File: config.mk
export PLATFORM = sky130hd
export DESIGN_NAME = serial_adder_ctrl
export DESIGN_NICKNAME = d
export VERILOG_FILES = /design/src/rtl/serial_adder_ctrl.sv
export SDC_FILE = /design/constraint.sdc
export NUM_CORES = 1
export LEC_CHECK = 0
export ABC_AREA = 0
export BUFFER_PORTS_ARGS = -buffer_cell sky130_fd_sc_hd__buf_2
export CORE_UTILIZATION = 56
export DETAILED_ROUTE_END_ITERATION = 8
export GPL_TIMING_DRIVEN = 1
export PLACE_DENSITY = 0.83
export SYNTH_ARGS = -nofsm -noshare
export SYNTH_HDL_FRONTEND = slang
export SYNTH_HIERARCHICAL = 1
export SYNTH_SLANG_ARGS = --single-unit
File: constraint.sdc
create_clock -name clk -period 5 [get_ports clk]
set_clock_uncertainty 0.1 [all_clocks]
set_input_delay 0.25 -clock clk [delete_from_list [all_inputs] [get_ports clk]]
set_output_delay 0.25 -clock clk [all_outputs]
set_load 0.005 [all_outputs]
File: src/rtl/serial_adder_ctrl.sv
// serial_adder_ctrl: bit-serial WIDTH-bit adder built around one shared
// one-bit adder cell (two half_adder instances plus a carry flop). Operands
// are processed LSB first, one bit per clock. The result is registered and
// announced with a single-cycle done pulse.
//
// Optional feature: define SERIAL_ADDER_SUB_EN to add the `sub` input.
// When it is set on an accepted start, B is latched inverted and the carry
// flop is preset, so the cell computes A-B modulo 2^WIDTH.

module half_adder (
  input  logic x_i,
  input  logic y_i,
  output logic s_o,
  output logic c_o
);
  assign s_o = x_i ^ y_i;
  assign c_o = x_i & y_i;
endmodule

module serial_adder_ctrl #(
  parameter int WIDTH = 8
) (
  input  logic             clk,
  input  logic             rst,
  input  logic             start,
`ifdef SERIAL_ADDER_SUB_EN
  input  logic             sub,
`endif
  input  logic [WIDTH-1:0] a,
  input  logic [WIDTH-1:0] b,
  output logic             busy,
  output logic             done,
  output logic [WIDTH-1:0] sum,
  output logic             carry_out
);

  localparam int CW = (WIDTH > 1) ? $clog2(WIDTH) : 1;
  localparam logic [CW-1:0] CNT_ZERO = CW'(0);
  localparam logic [CW-1:0] CNT_ONE  = CW'(1);
  localparam logic [CW-1:0] CNT_LAST = CW'(WIDTH - 1);

  typedef enum logic [1:0] {
    IDLE = 2'b00,
    RUN  = 2'b01,
    DONE = 2'b10
  } state_t;

  state_t           state_q;
  logic [WIDTH-1:0] a_q, b_q, psum_q, sum_q;
  logic [WIDTH-1:0] a_d, b_d, psum_d;
  logic [CW-1:0]    cnt_q, cnt_d;
  logic             carry_q, carry_d;
  logic             busy_q, done_q, cout_q;

  // Values loaded when a start is accepted (B and carry depend on sub mode).
  logic [WIDTH-1:0] b_load;
  logic             carry_init;

`ifdef SERIAL_ADDER_SUB_EN
  assign b_load     = sub ? ~b : b;
  assign carry_init = sub;
`else
  assign b_load     = b;
  assign carry_init = 1'b0;
`endif

  // Shared one-bit full-adder cell built from two half adders.
  logic ha0_s, ha0_c, ha1_s, ha1_c;

  half_adder u_ha0 (
    .x_i (a_q[0]),
    .y_i (b_q[0]),
    .s_o (ha0_s),
    .c_o (ha0_c)
  );

  half_adder u_ha1 (
    .x_i (ha0_s),
    .y_i (carry_q),
    .s_o (ha1_s),
    .c_o (ha1_c)
  );

  // Next-state values for one RUN step: shift operands, insert sum bit at MSB.
  always_comb begin
    a_d     = a_q >> 1;
    b_d     = b_q >> 1;
    carry_d = ha0_c | ha1_c;
    cnt_d   = cnt_q + CNT_ONE;
    psum_d  = psum_q;
    psum_d[WIDTH-1] = ha1_s;
    for (int i = 0; i < WIDTH - 1; i++) begin
      psum_d[i] = psum_q[i+1];
    end
  end

  // Control FSM and all datapath registers, including the registered outputs.
  always_ff @(posedge clk or posedge rst) begin
    if (rst) begin
      state_q <= IDLE;
      a_q     <= '0;
      b_q     <= '0;
      psum_q  <= '0;
      sum_q   <= '0;
      cnt_q   <= CNT_ZERO;
      carry_q <= 1'b0;
      busy_q  <= 1'b0;
      done_q  <= 1'b0;
      cout_q  <= 1'b0;
    end else begin
      case (state_q)
        IDLE: begin
          done_q <= 1'b0;
          if (start) begin
            a_q     <= a;
            b_q     <= b_load;
            carry_q <= carry_init;
            cnt_q   <= CNT_ZERO;
            psum_q  <= '0;
            busy_q  <= 1'b1;
            state_q <= RUN;
          end else begin
            busy_q  <= 1'b0;
            state_q <= IDLE;
          end
        end
        RUN: begin
          a_q     <= a_d;
          b_q     <= b_d;
          psum_q  <= psum_d;
          carry_q <= carry_d;
          cnt_q   <= cnt_d;
          if (cnt_q == CNT_LAST) begin
            sum_q   <= psum_d;
            cout_q  <= carry_d;
            busy_q  <= 1'b0;
            done_q  <= 1'b1;
            state_q <= DONE;
          end else begin
            busy_q  <= 1'b1;
            done_q  <= 1'b0;
            state_q <= RUN;
          end
        end
        DONE: begin
          // start is ignored here; the following IDLE cycle may accept it.
          busy_q  <= 1'b0;
          done_q  <= 1'b0;
          state_q <= IDLE;
        end
        default: begin
          busy_q  <= 1'b0;
          done_q  <= 1'b0;
          state_q <= IDLE;
        end
      endcase
    end
  end

  assign busy      = busy_q;
  assign done      = done_q;
  assign sum       = sum_q;
  assign carry_out = cout_q;

endmodule

* After elaboration in Yosys (flattened, before gate mapping)
Index checks and enable logic that the tools add are counted.
** Storage, ports and cells
- Output and inout bits :: 11
- Bits in registers :: 41
** Operators by class
- Equality and inequality tests :: 3
- Add/subtract/negate cells :: 1
- Bitwise logic cells :: 5
- Multiplexer cells :: 18
- Reduce and logical (&&, ||, !) cells :: 4
** Operators with widths (count)
- 8-bit case mux with 2 select lines :: 3
- 8-bit two-way mux :: 3
- 1-bit two-way mux :: 6
- 3-bit case mux with 2 select lines :: 1
- 1-bit case mux with 2 select lines :: 2
- 2-bit case mux with 2 select lines :: 1
- 2-bit AND reduction :: 2
- 3-bit by 1-bit adder with 3-bit output, second input constant :: 1
- 3-bit == test, second input constant :: 1
- 3-bit two-way mux :: 1
- 1-bit bitwise AND :: 2
- 2-bit by 1-bit == test with 1-bit output, second input constant :: 1
- 2-bit zero test :: 1
- 2-bit two-way mux :: 1
- 2-bit != test, second input constant :: 1
- 2-bit nonzero test :: 1
- 1-bit bitwise XOR :: 2
- 1-bit OR :: 1

* Logic depth before layout (Yosys ltp)
Gate-level depths: netlist of the first run.
- Word-level depth :: 4
- Gate-level depth with buffers :: 5
- Gate-level depth less buffers :: 4

* By module
Netlist of the first run, hierarchy kept.
** By module, submodules not included
- serial_adder_ctrl :: area an instance 1762.9 um^2, cells an instance 144, seq. area each 950.9 um^2, instances 1
- half_adder :: area an instance 12.5 um^2, cells an instance 1, seq. area each 0.0 um^2, instances 2

* Worst setup path after synthesis of the first run
OpenSTA, ideal clock, no wires.
- Path kind :: reg2reg
- From :: register a_q[0]
- To :: register cout_q, in the netlist carry_out
- Slack :: 3.392 ns
- Period minus slack after synthesis :: 1.608 ns
- Library setup time :: 0.128 ns
- Stages on the path, launching flop included :: 5
- Arrival time :: 1.381 ns
- Path through :: dfrtp_1 -> ha_1 -> ha_1 -> or2_2 -> mux2_1
** On the way
- Word-level cells in the longest chain between the ends :: 3
- Elaborated cells on any way between the ends :: 4
** RTL lines
- start, declared :: line 49 : logic [WIDTH-1:0] a_q, b_q, psum_q, sum_q;
- start signal, assigned :: line 101 : a_q <= '0;
- start signal, assigned :: line 115 : a_q <= a;
- start signal, assigned :: line 128 : a_q <= a_d;
- 1-bit bitwise XOR :: line 16 : assign s_o = x_i ^ y_i;
- net ha0_s :: line 68 : logic ha0_s, ha0_c, ha1_s, ha1_c;
- 1-bit bitwise AND :: line 17 : assign c_o = x_i & y_i;
- net ha1_c :: line 68
- 1-bit OR :: line 88 : carry_d = ha0_c | ha1_c;
- end signal, assigned :: line 135 : cout_q <= carry_d;
- end, declared :: line 53 : logic busy_q, done_q, cout_q;
The timed path passes the listed nets, and every way through them passes these cells.
A chain may end at the register's enable or synchronous reset.

* Worst setup path in the final report of the first run
- From :: register state_q[0]
- To :: register sum_q[5], in the netlist sum[5]
** On the way
- Word-level cells in the longest chain between the ends :: 2
** RTL lines
- start, declared :: line 48 : state_t state_q;
- start signal, assigned :: line 100 : state_q <= IDLE;
- start signal, assigned :: line 121 : state_q <= RUN;
- start signal, assigned :: line 124 : state_q <= IDLE;
- 2-bit by 1-bit == test with 1-bit output :: line 111 : case (state_q)
- 2-bit AND reduction (no source line)
- end signal, assigned :: line 134 : sum_q <= psum_d;
- end, declared :: line 49
No other way between the ends.

==> impl_metrics.py, run 1 <==
metrics = {
    "run_status": {
        "outcome": "finished, final reports clean",
    },
    "power_and_ir_drop": {
        "share_clk_of_total_power_pct": 12.8,
        "switching_share_pct": 36.05,
        "power_report.internal_total_mw": 0.7288,
        "power.sequential.fraction_pct": 50.6,
        "netSwitchingPower_mw": 0.4108,
        "combPwrFrac_pct": 36.7,
        "ir_worst_vdd_uv": 260.4,
        "p_leak_nw": 0.9310,
        "cellPowerDensity_nw_per_um2": 575.7,
    },
    "worst_setup_path": {
        "timing.critical_path.slowest_cell_delay_ns": 1.16,
        "crit_path_cell_trace": "nand3b_1 > mux2_1",
        "cp_max_fo": 36,
        "worst-setup-path-type": "flop to flop",
        "ff2ff_path_depth": 2,
        "worst_r2r_startpoint": "state_q[0]",
        "timing.critical_path.slowest_stage_cell": "sky130_fd_sc_hd__dfrtp_1",
        "regToRegSetupSlack_ns": 2.53,
        "critPathLaunchType": "flop",
        "critical_path_arrival_ns": 2.60,
        "required_ns": 5.13,
        "endpoint_kind": "flop",
        "r2r-end": "sum[5]",
    },
    "min_path": {
        "hold_class": "input pin to flop",
        "whs_path_cells": 3,
        "min-delay-start": "a[7]",
        "hold_end": "a_q[7]",
    },
    "clocking": {
        "clk_pin_slew_worst_paths_ns": 0.10,
        "cts_resized": 0,
        "post-cts-setup-buffers": 0,
        "cts.root.buffer_cell": "sky130_fd_sc_hd__clkbuf_4",
        "clkSinkCount": 38,
        "cts.path.max_buffers": 2,
        "inserted_clock_buffers": 5,
        "cts.htree.levels": 2,
        "tritoncts": "built",
        "worst_skew_pair.late_latency_ns": 0.34,
        "hold_buffers": 1,
    },
    "global_routing": {
        "grt_start_max_net_pins": 39,
        "grt.overflow.total": 0,
        "grt_pass1_vias": 1150,
        "grt_pass1_wl_um": 5106,
        "track_usage_pct": 20.56,
        "antenna_found_initial": 0,
    },
    "place": {
        "gpl.final_weighted_congestion": 0.7179,
        "numPortBuffers": 29,
        "post_detail_place_hpwl_um": 2052,
        "instance_area_after_placement_um2": 1922,
    },
    "final_layout": {
        "nFillCells": 249,
        "final_net_count": 194,
        "fin_area_um2": 1979,
        "final_layout_size_suffix_gt1_share_pct": 28.07,
        "diodes": 0,
        "synthToLayoutAreaGrowth_pct": 10.71,
    },
    "sta": {
        "final.setup.tns_ns": 0,
        "worst_slew_margin_rel_pct": 19.20,
        "hold_slack_ns": 0.1064,
        "timing.final.max_slew_violations": 0,
        "finalSetupViolCount": 0,
        "period_share_pct": 49.45,
        "max_slew.worst_pin.slew_ns": 1.212,
        "setup_repair_after_global_routing_missed_its_margin": "no",
        "finalHoldViolCount": 0,
        "fmaxAchievable_mhz": 404.4,
        "final.min_clock_period_ns": 2.473,
    },
    "die": {
        "rows": 20,
        "placeableCoreArea_um2": 3053,
        "die_h_um": 58.51,
        "design.portCount": 30,
        "fp.dieArea_um2": 3423,
        "initial_core_util_pct": 58.57,
        "die-width_um": 58.51,
    },
    "route": {
        "drcViolationCount": 0,
        "detail_route.wirelength_um": 3112,
        "via_count": 1207,
        "final_antenna_net_count": 0,
        "avgViaCountPerCell": 5.614,
        "wire_per_inst_um": 14.47,
        "drt_pass1_iterations": 4,
        "drt_iter0_drc": 71,
    },
    "synth": {
        "synthesis.area_um2": 1788,
        "syn_avg_cell_area_um2": 12.25,
        "synth.ff_latch_count": 38,
        "synth.yosys.warnings": 6,
        "sequential_share_of_the_synthesized_area_pct": 53.18,
        "postSynthCellCount": 146,
        "synth_nets": 169,
        "synth.lib_cells_used.distinct": 22,
    },
    "job": {
        "maxCapViolations": 0,
    },
}
synthesized netlist by cell type:
library cell                instances  area share, %
sky130_fd_sc_hd__buf_4              4            1.7
sky130_fd_sc_hd__a221oi_2           8            6.7
sky130_fd_sc_hd__mux2_1             9            5.7
sky130_fd_sc_hd__dfrtp_1           38             53
sky130_fd_sc_hd__nor4b_1           14            6.9
sky130_fd_sc_hd__nand3b_1           1           0.42
sky130_fd_sc_hd__o21bai_4           1            1.0
sky130_fd_sc_hd__nand2_1            2           0.42
sky130_fd_sc_hd__clkbuf_1           1           0.21
sky130_fd_sc_hd__nand4bb_1          2            1.3
sky130_fd_sc_hd__nand2b_1           2           0.70
sky130_fd_sc_hd__buf_2              8            2.2
sky130_fd_sc_hd__a221oi_1           6            2.9
sky130_fd_sc_hd__a21oi_1            1           0.28
sky130_fd_sc_hd__o311ai_1           2           0.98
sky130_fd_sc_hd__ha_1               4            2.8
sky130_fd_sc_hd__nor2_1            12            2.5
sky130_fd_sc_hd__and2b_1            1           0.42
sky130_fd_sc_hd__mux2_2             1           0.63
sky130_fd_sc_hd__inv_1             18            3.8
sky130_fd_sc_hd__a22o_1            10            4.9
sky130_fd_sc_hd__or2_2              1           0.35
state kept, by name (all words and copies together) (netlist names):
name       count
a_q            8
b_q            8
sum            8
psum_q         7
cnt_q          3
carry_out      1
carry_q        1
done           1
state_q        1
cell type report:
cell class                      count  area, um2  area share [%]
Multi-Input combinational cell     77      695.7           35.15
Inverter                           18      67.56           3.413
Timing Repair Buffer               31      162.7           8.217
Sequential cell                    38      950.9           48.04
Clock inverter                      2      10.01          0.5057
Tap cell                           44      55.05           2.781
Clock buffer                        5      37.54           1.896
worst max-delay path: cells and delay by family, from the launching register on:
| family | cells | cell delay (ns) |
|---|---|---|
| and+or+nand+nor | 1 | 0.61 |
| muxes | 1 | 0.49 |
| DFF | 1 | 1.16 |
how the worst max path moves through the flow:
stage	start	endpoint	slack, ns	cells past startpoint
global placement	state_q[0]	sum[0]	2.62	2
floorplan	a_q[0]	carry_out	3.39	4
finish	state_q[0]	sum[5]	2.53	2
global route	state_q[0]	sum[0]	2.26	2
CTS	state_q[0]	carry_out	2.50	2
detailed placement	state_q[0]	carry_out	2.52	2
logic make-up (layout without fill, tap and decap cells):
kind of cell / after synthesis / in the layout / share of synthesized area, %
buf+inv: 31 / 56 / 7.907
compound gates: 28 / 28 / 16.86
simple gates: 35 / 35 / 12.95
mux: 10 / 10 / 6.298
fa+ha+maj: 4 / 4 / 2.799
flops: 38 / 38 / 53.18
routing by layer:
metal / wire length, um / vias to the layer above / global-route usage [%]
li1: - / 579 / -
met1: 1463 / 598 / 26.07
met2: 1477 / 24 / 33.00
met3: 115 / 6 / 6.593
met4: 56 / 0 / 8.163
met5: 0 / - / 0
stage by stage:
stage | cells | setup slack [ns] | utilization, % | power [mW]
final | 215 | 2.527 | 64.84 | 1.140
after global placement | 207 | 2.617 | 62.95 | 0.9732
after CTS | 215 | 2.502 | 64.84 | 1.153
after floorplan | 146 | 3.392 | - | 0.8939
after detailed placement | 207 | 2.515 | 62.95 | 1.005
after global routing | 215 | 2.259 | 64.84 | 1.229
power groups by stage:
stage	Sequential (mW)	Combinational, mW	Clock, mW
2_1_floorplan	0.520	0.374	0
3_3_place_gp	0.571	0.402	0
3_5_place_dp	0.584	0.421	0
4_1_cts	0.577	0.425	0.151
5_1_grt	0.598	0.470	0.161
6_report	0.576	0.418	0.146
cells in the final DEF, fill, tap and decap left out, types with 4 or more instances in the layout:
cell                       netlist  layout
sky130_fd_sc_hd__a221oi_1        6       6
sky130_fd_sc_hd__a221oi_2        8       8
sky130_fd_sc_hd__a22o_1         10      10
sky130_fd_sc_hd__buf_2           8      29
sky130_fd_sc_hd__clkbuf_4        0       5
sky130_fd_sc_hd__dfrtp_1        38      38
sky130_fd_sc_hd__ha_1            4       4
sky130_fd_sc_hd__inv_1          18      18
sky130_fd_sc_hd__mux2_1          9       9
sky130_fd_sc_hd__nor2_1         12      12
sky130_fd_sc_hd__nor4b_1        14      14
Power figures use the tool's default switching activity.
==> run 2: changes to the inputs <==
ABC_AREA = 1   (was 0)
CORE_UTILIZATION = 55   (was 56)
PLACE_DENSITY = 0.82   (was 0.83)
clock period = 2.5 ns   (was 5 ns; I/O delays follow)
==> run 2 against run 1 <==
  * Critical path depth is 3 higher
  * Combinational power is 130% higher
  * Synthesized cell count is 38% higher
  * Maximum frequency is 42% higher
  * Design area is 8.9% higher
  * Core utilization is 5.8 points higher
  * Hold slack worse by 0.060 ns
  * Power is 110% higher
  * Sequential share of layout area is 3.9 points lower
  * Count of clock-buffer cells in the layout is 1 higher
  * Clock power is 140% higher
==> impl_metrics.py, run 2 <==
metrics = {
    "synth": {
        "synth.yosys.warnings": 6,
        "synthMostInstantiatedCell": "sky130_fd_sc_hd__nand2_1",
        "synthFlopType": "sky130_fd_sc_hd__dfrtp_1",
        "synth.ff_latch_count": 38,
        "synth_top_cell_by_area": "sky130_fd_sc_hd__dfrtp_1",
        "synth.lib_cells_used.distinct": 17,
        "number_of_enable_flip_flop_cells_after_synthesis": 0,
        "ys_top_cells_by_count": "99 x sky130_fd_sc_hd__nand2_1, 38 x sky130_fd_sc_hd__dfrtp_1, 18 x sky130_fd_sc_hd__nand3_1, 9 x sky130_fd_sc_hd__inv_1, 8 x sky130_fd_sc_hd__o21ai_2",
        "postSynthCellCount": 202,
        "yosys-top-cells-area": "sky130_fd_sc_hd__dfrtp_1 54%, sky130_fd_sc_hd__nand2_1 21%, sky130_fd_sc_hd__nand3_1 5.1%, sky130_fd_sc_hd__o21ai_2 4.0%, sky130_fd_sc_hd__buf_6 3.2%",
        "yosysTopAreaCellShare_pct": 54.02,
        "sequential_share_of_the_synthesized_area_pct": 54.02,
        "async_reset_ff_share_pct": 100.0,
        "synthesis.area_um2": 1760,
        "syn_avg_cell_area_um2": 8.715,
        "synth_nets": 225,
    },
    "min_path": {
        "hold_class": "input pin to flop",
        "whs_path_cells": 5,
    },
    "route": {
        "drt_pass1_iterations": 4,
        "via_count": 1459,
        "wire_per_inst_um": 11.85,
        "final_antenna_net_count": 0,
        "drt_iter0_drc": 79,
        "drcViolationCount": 0,
        "detail_route.wirelength_um": 3507,
        "avgViaCountPerCell": 4.929,
    },
    "sta": {
        "final.min_clock_period_ns": 1.738,
        "finalHoldViolCount": 0,
        "setup_repair_after_global_routing_missed_its_margin": "no",
        "max_slew.worst_pin.slew_ns": 0.4542,
        "period_share_pct": 69.50,
        "final.setup.tns_ns": 0,
        "timing.final.max_slew_violations": 0,
        "finalSetupViolCount": 0,
        "worst_slew_margin_rel_pct": 69.72,
        "fmaxAchievable_mhz": 575.5,
        "finalWorstSetupSlack_ns": 0.7625,
    },
    "final_layout": {
        "most_common_cell_after_layout_fill_and_taps_aside": "sky130_fd_sc_hd__nand2_1",
        "final_layout_size_suffix_gt1_share_pct": 21.03,
        "final_net_count": 274,
        "synthToLayoutAreaGrowth_pct": 22.46,
        "sequential_cell_area_um2": 950.9,
        "nFillCells": 237,
        "diodes": 0,
        "mostFrequentLayoutCells": "99 x sky130_fd_sc_hd__nand2_1, 38 x sky130_fd_sc_hd__dfrtp_1, 29 x sky130_fd_sc_hd__buf_2",
        "multiInputGateArea_um2": 684.4,
    },
    "power_and_ir_drop": {
        "cellPowerDensity_nw_per_um2": 1085,
        "p_leak_nw": 1.162,
        "ir_worst_vdd_uv": 497.2,
    },
    "clocking": {
        "cts.path.max_buffers": 2,
        "cts_resized": 0,
        "tritoncts": "built",
        "clkSinkCount": 38,
        "cts.root.buffer_cell": "sky130_fd_sc_hd__clkbuf_4",
        "cts.htree.levels": 2,
        "inserted_clock_buffers": 5,
        "worst_skew_pair.late_latency_ns": 0.35,
        "clk_pin_slew_worst_paths_ns": 0.13,
    },
    "place": {
        "gpl.final_weighted_congestion": 0.7518,
        "post_detail_place_hpwl_um": 2116,
        "place_ws_ns": 1.054,
        "numPortBuffers": 29,
    },
    "worst_setup_path": {
        "worst-setup-path-type": "flop to flop",
        "critical_path_arrival_ns": 1.93,
        "required_ns": 2.69,
        "critPathLaunchType": "flop",
        "endpoint_kind": "flop",
        "ff2ff_path_depth": 5,
        "cp_max_fo": 20,
    },
    "run_status": {
        "outcome": "finished, final reports clean",
    },
    "die": {
        "rows": 20,
        "design.portCount": 30,
        "die_h_um": 58.58,
        "initial_core_util_pct": 57.66,
        "die-width_um": 58.58,
        "fp.dieArea_um2": 3431,
        "placeableCoreArea_um2": 3053,
    },
    "global_routing": {
        "track_usage_pct": 23.48,
        "grt_pass1_wl_um": 6030,
        "grt_start_max_net_pins": 39,
        "grt_pass1_vias": 1401,
        "antenna_found_initial": 0,
        "grt.overflow.total": 0,
    },
    "job": {
        "maxCapViolations": 0,
    },
}
## run 2: cell types whose count changed in the layout (fill, tap and decap cells not counted), sizes merged, moves of 7 or more
cell / change
nand2: +98
nand3: +19
o21ai: +19
dlygate4sd3: +18
a221oi: -14
nor4b: -14
a22o: -10
mux2: -10
nor2: -10
inv: -7
## run 2: path summary, 6_finish.rpt
path	start	endpoint	slack (ns)
worst max register to register	state_q[0]	a_q[7]	0.76
worst max-delay path	state_q[0]	a_q[7]	0.76
max in group asynchronous	rst	b_q[2]	1.67
worst min-delay path	a[5]	a_q[5]	0.05
min in group asynchronous	rst	a_q[6]	0.30
worst min register to register	sum[7]	sum[7]	0.39
## run 2: routing by layer
layer	GRT usage, %	up-vias	wire, um	part of all wire (%)
met5	0	-	0	0
met4	8.844	0	61	1.7
met3	7.033	7	131	3.7
met2	36.95	31	1686	48
met1	30.93	687	1627	46
li1	-	734	-	-
## run 2: what timing repair did
| action | CTS | global route |
|---|---|---|
| endpoints found under the hold margin | 54 | 0 |
| buffers inserted | 0 | 0 |
| hold buffers | 19 | 0 |
## run 2: cell type report
class	count	share of cell area, %
Clock buffer	6	2.380
Tap cell	44	2.554
Multi-Input combinational cell	144	31.75
Inverter	11	2.031
Sequential cell	38	44.11
Timing Repair Buffer	51	16.60
Clock inverter	2	0.5804
## run 2: per-stage QoR
step	instances	utilization, %	hold WS [ns]	cell area, um2	total power, mW
after floorplan	202	-	0.1460	1760	1.772
final	296	70.61	0.04606	2156	2.339
after CTS	296	70.61	0.01187	2156	2.346
after detailed placement	269	62.30	0.1541	1902	1.969
after global routing	296	70.61	0.05490	2156	2.555
after global placement	269	62.30	0.1558	1902	1.933
## run 2: worst max-delay path, cell delays in order, from the launching register on
cell and delay [ns]:
sky130_fd_sc_hd__dfrtp_1 0.43, sky130_fd_sc_hd__buf_4 0.23, sky130_fd_sc_hd__nor2_1 0.20, sky130_fd_sc_hd__nand3_1 0.08
sky130_fd_sc_hd__dlygate4sd3_1 0.56, sky130_fd_sc_hd__nand2_1 0.07
## run 2: kinds of logic after synthesis
kind of cell	count (synthesis)	synth area share, %
buf+inv	20	7.107
simple gates	121	28.29
compound gates	19	7.748
fa+ha+maj	4	2.843
flops	38	54.02
## run 2: report_power, final
| group | internal (mW) | switching [mW] | leakage [nW] |
|---|---|---|---|
| clock | 0.135 | 0.212 | 0.0343 |
| combinational | 0.371 | 0.599 | 0.643 |
| sequential | 0.881 | 0.141 | 0.484 |
| total | 1.39 | 0.952 | 1.16 |
==> run 3: changes to the inputs <==
CORE_UTILIZATION = 49   (was 55)
PLACE_DENSITY = 0.78   (was 0.82)
clock period = 1.4 ns   (was 2.5 ns; I/O delays follow)
==> run 3 against run 2 <==
  * Die area increased by 12%
  * Critical path depth decreased by 1
  * Setup slack got worse by 0.71 ns
  * Count of clock-buffer cells in the layout decreased by 1
  * Clock power increased by 51%
  * Power increased by 84%
  * Largest cell class unchanged
  * Largest power group is now combinational logic
  * Highest routed layer unchanged
==> impl_metrics.py, run 3 (synthesized netlist as in run 2, its figures left out) <==
metrics = {
    "power_and_ir_drop": {
        "cellPowerDensity_nw_per_um2": 1931,
        "netSwitchingPower_mw": 1.741,
        "switching_share_pct": 40.39,
        "report.power.total_mw": 4.311,
        "p_leak_nw": 1.195,
        "share_clk_of_total_power_pct": 12.2,
        "power_report.internal_total_mw": 2.570,
        "ir_worst_vdd_uv": 1194,
        "power.sequential.fraction_pct": 43.6,
        "combPwrFrac_pct": 44.2,
    },
    "worst_setup_path": {
        "cp_max_fo": 2,
        "critical_path_arrival_ns": 1.48,
        "worstSetupPathDepth": 4,
        "regToRegSetupSlack_ns": 0.05,
        "worst_r2r_startpoint": "a_q[0]",
        "worst-setup-path-type": "flop to flop",
        "crit_path_cell_trace": "ha_1 > ha_1 > inv_2 > o21ai_2",
        "cp_top_family": "adder cells",
        "endpoint_kind": "flop",
        "ff2ff_path_depth": 4,
        "worstPathBufferInverterCount": 1,
        "critical-path-top-cell-by-count": "sky130_fd_sc_hd__ha_1",
        "required_ns": 1.53,
        "timing.critical_path.slowest_cell_delay_ns": 0.40,
        "timing.critical_path.from": "a_q[0]",
        "end_point_of_the_critical_path": "psum_q[7]",
        "critPathLaunchType": "flop",
        "r2r-end": "psum_q[7]",
        "timing.critical_path.slowest_stage_cell": "sky130_fd_sc_hd__dfrtp_1",
    },
    "die": {
        "die-width_um": 61.94,
        "die_h_um": 61.94,
        "initial_core_util_pct": 51.94,
        "design.portCount": 30,
        "fp.dieArea_um2": 3837,
        "placeableCoreArea_um2": 3390,
        "rows": 21,
    },
    "route": {
        "drt_pass1_iterations": 4,
        "avgViaCountPerCell": 4.894,
        "drcViolationCount": 0,
        "via_count": 1483,
        "wire_per_inst_um": 11.55,
        "final_antenna_net_count": 0,
        "detail_route.wirelength_um": 3501,
        "drt_iter0_drc": 55,
    },
    "place": {
        "instance_area_after_placement_um2": 1947,
        "numPortBuffers": 29,
        "gpl.final_weighted_congestion": 0.8217,
        "post_detail_place_hpwl_um": 2193,
    },
    "global_routing": {
        "track_usage_pct": 21.56,
        "grt_pass1_wl_um": 5934,
        "antenna_found_initial": 0,
        "grt.overflow.total": 0,
        "grt_start_max_net_pins": 39,
        "grt_pass1_vias": 1360,
    },
    "clocking": {
        "inserted_clock_buffers": 5,
        "worst_skew_pair.late_latency_ns": 0.33,
        "cts.path.max_buffers": 2,
        "clkSinkCount": 38,
        "clk_pin_slew_worst_paths_ns": 0.12,
        "cts.htree.levels": 2,
        "tritoncts": "built",
        "cts.root.buffer_cell": "sky130_fd_sc_hd__clkbuf_4",
    },
    "final_layout": {
        "mostFrequentLayoutCells": "99 x sky130_fd_sc_hd__nand2_1, 37 x sky130_fd_sc_hd__dfrtp_1, 29 x sky130_fd_sc_hd__buf_2",
        "final_layout_size_suffix_gt1_share_pct": 24.90,
        "nFillCells": 256,
        "synthToLayoutAreaGrowth_pct": 26.79,
        "diodes": 0,
        "most_common_cell_after_layout_fill_and_taps_aside": "sky130_fd_sc_hd__nand2_1",
        "final_net_count": 280,
        "fin_area_um2": 2232,
    },
    "sta": {
        "finalSetupViolCount": 0,
        "timing.final.max_slew_violations": 0,
        "final.min_clock_period_ns": 1.352,
        "max_slew.worst_pin.slew_ns": 0.4589,
        "worst_slew_margin_rel_pct": 69.41,
        "setup_repair_after_global_routing_missed_its_margin": "no",
        "fmaxAchievable_mhz": 739.7,
        "finalHoldViolCount": 0,
        "period_share_pct": 96.56,
    },
    "min_path": {
        "hold_class": "input pin to asynchronous set/reset pin",
    },
    "job": {
        "maxCapViolations": 0,
    },
    "run_status": {
        "outcome": "finished, final reports clean",
    },
}
-- run 3: cell types whose count changed in the layout (fill, tap and decap cells not counted), sizes merged --
cell and change:
buf +6, clkbuf -1, nand3 +1, dlygate4sd3 -1, clkinvlp -1, clkinv +1
-- run 3: worst register-to-register path: stages (launching register included) --
cell,delay (ns)
sky130_fd_sc_hd__dfrtp_1,0.40
sky130_fd_sc_hd__ha_1,0.30
sky130_fd_sc_hd__ha_1,0.31
sky130_fd_sc_hd__inv_2,0.08
sky130_fd_sc_hd__o21ai_2,0.06
-- run 3: final cells by class --
cell class	count	area, um2	share of cell area, %
Clock inverter	2	10.01	0.4484
Multi-Input combinational cell	145	719.4	32.23
Inverter	11	46.29	2.074
Timing Repair Buffer	56	409.1	18.33
Tap cell	46	57.56	2.578
Sequential cell	38	952.2	42.66
Clock buffer	5	37.54	1.682
-- run 3: what timing repair did --
item	in CTS	in global routing
gates resized for setup	3	6
endpoints found under the hold margin	55	0
endpoints found under the setup margin	4	12
setup buffers	0	2
hold buffers	18	0
gates cloned	1	0
pin swaps	1	0
-- run 3: through the flow --
step | utilization, % | setup WS, ns | instances | TNS (ns) | hold slack [ns]
2_1_floorplan | - | 0.07068 | 202 | 0 | 0.09095
3_3_place_gp | 57.44 | -0.01139 | 275 | -0.01139 | 0.09973
3_5_place_dp | 57.44 | -0.03836 | 275 | -0.03836 | 0.09991
4_1_cts | 64.78 | 0.01783 | 301 | 0 | 0.2788
5_1_grt | 65.85 | 0.001745 | 303 | 0 | 0.3193
6_report | 65.85 | 0.04818 | 303 | 0 | 0.2652
-- run 3: worst min path at each step --
stage | slack, ns | to | startpoint | depth (start not counted)
6_report | 0.27 | psum_q[4] | rst | 4
5_1_grt | 0.32 | cnt_q[0] | rst | 4
2_1_floorplan | 0.09 | state_q[0] | start | 2
3_5_place_dp | 0.1 | cnt_q[0] | rst | 3
3_3_place_gp | 0.1 | cnt_q[0] | rst | 3
4_1_cts | 0.28 | psum_q[4] | rst | 4
-- run 3: per-layer routing --
layer | GRT usage [%] | vias up | wire, um
met2 | 34.35 | 40 | 1654
met5 | 0 | - | 0
met3 | 4.555 | 10 | 122
met4 | 7.937 | 0 | 70
li1 | - | 749 | -
met1 | 29.11 | 684 | 1655
-- run 3: power by group through the flow --
stage               clock network, mW  logic (mW)  registers, mW
floorplan                           0        1.34           1.82
global placement                    0        1.67           1.87
detailed placement                  0        1.72           1.88
CTS                             0.529        1.80           1.86
global route                    0.589        2.18           1.93
finish                          0.527        1.90           1.88
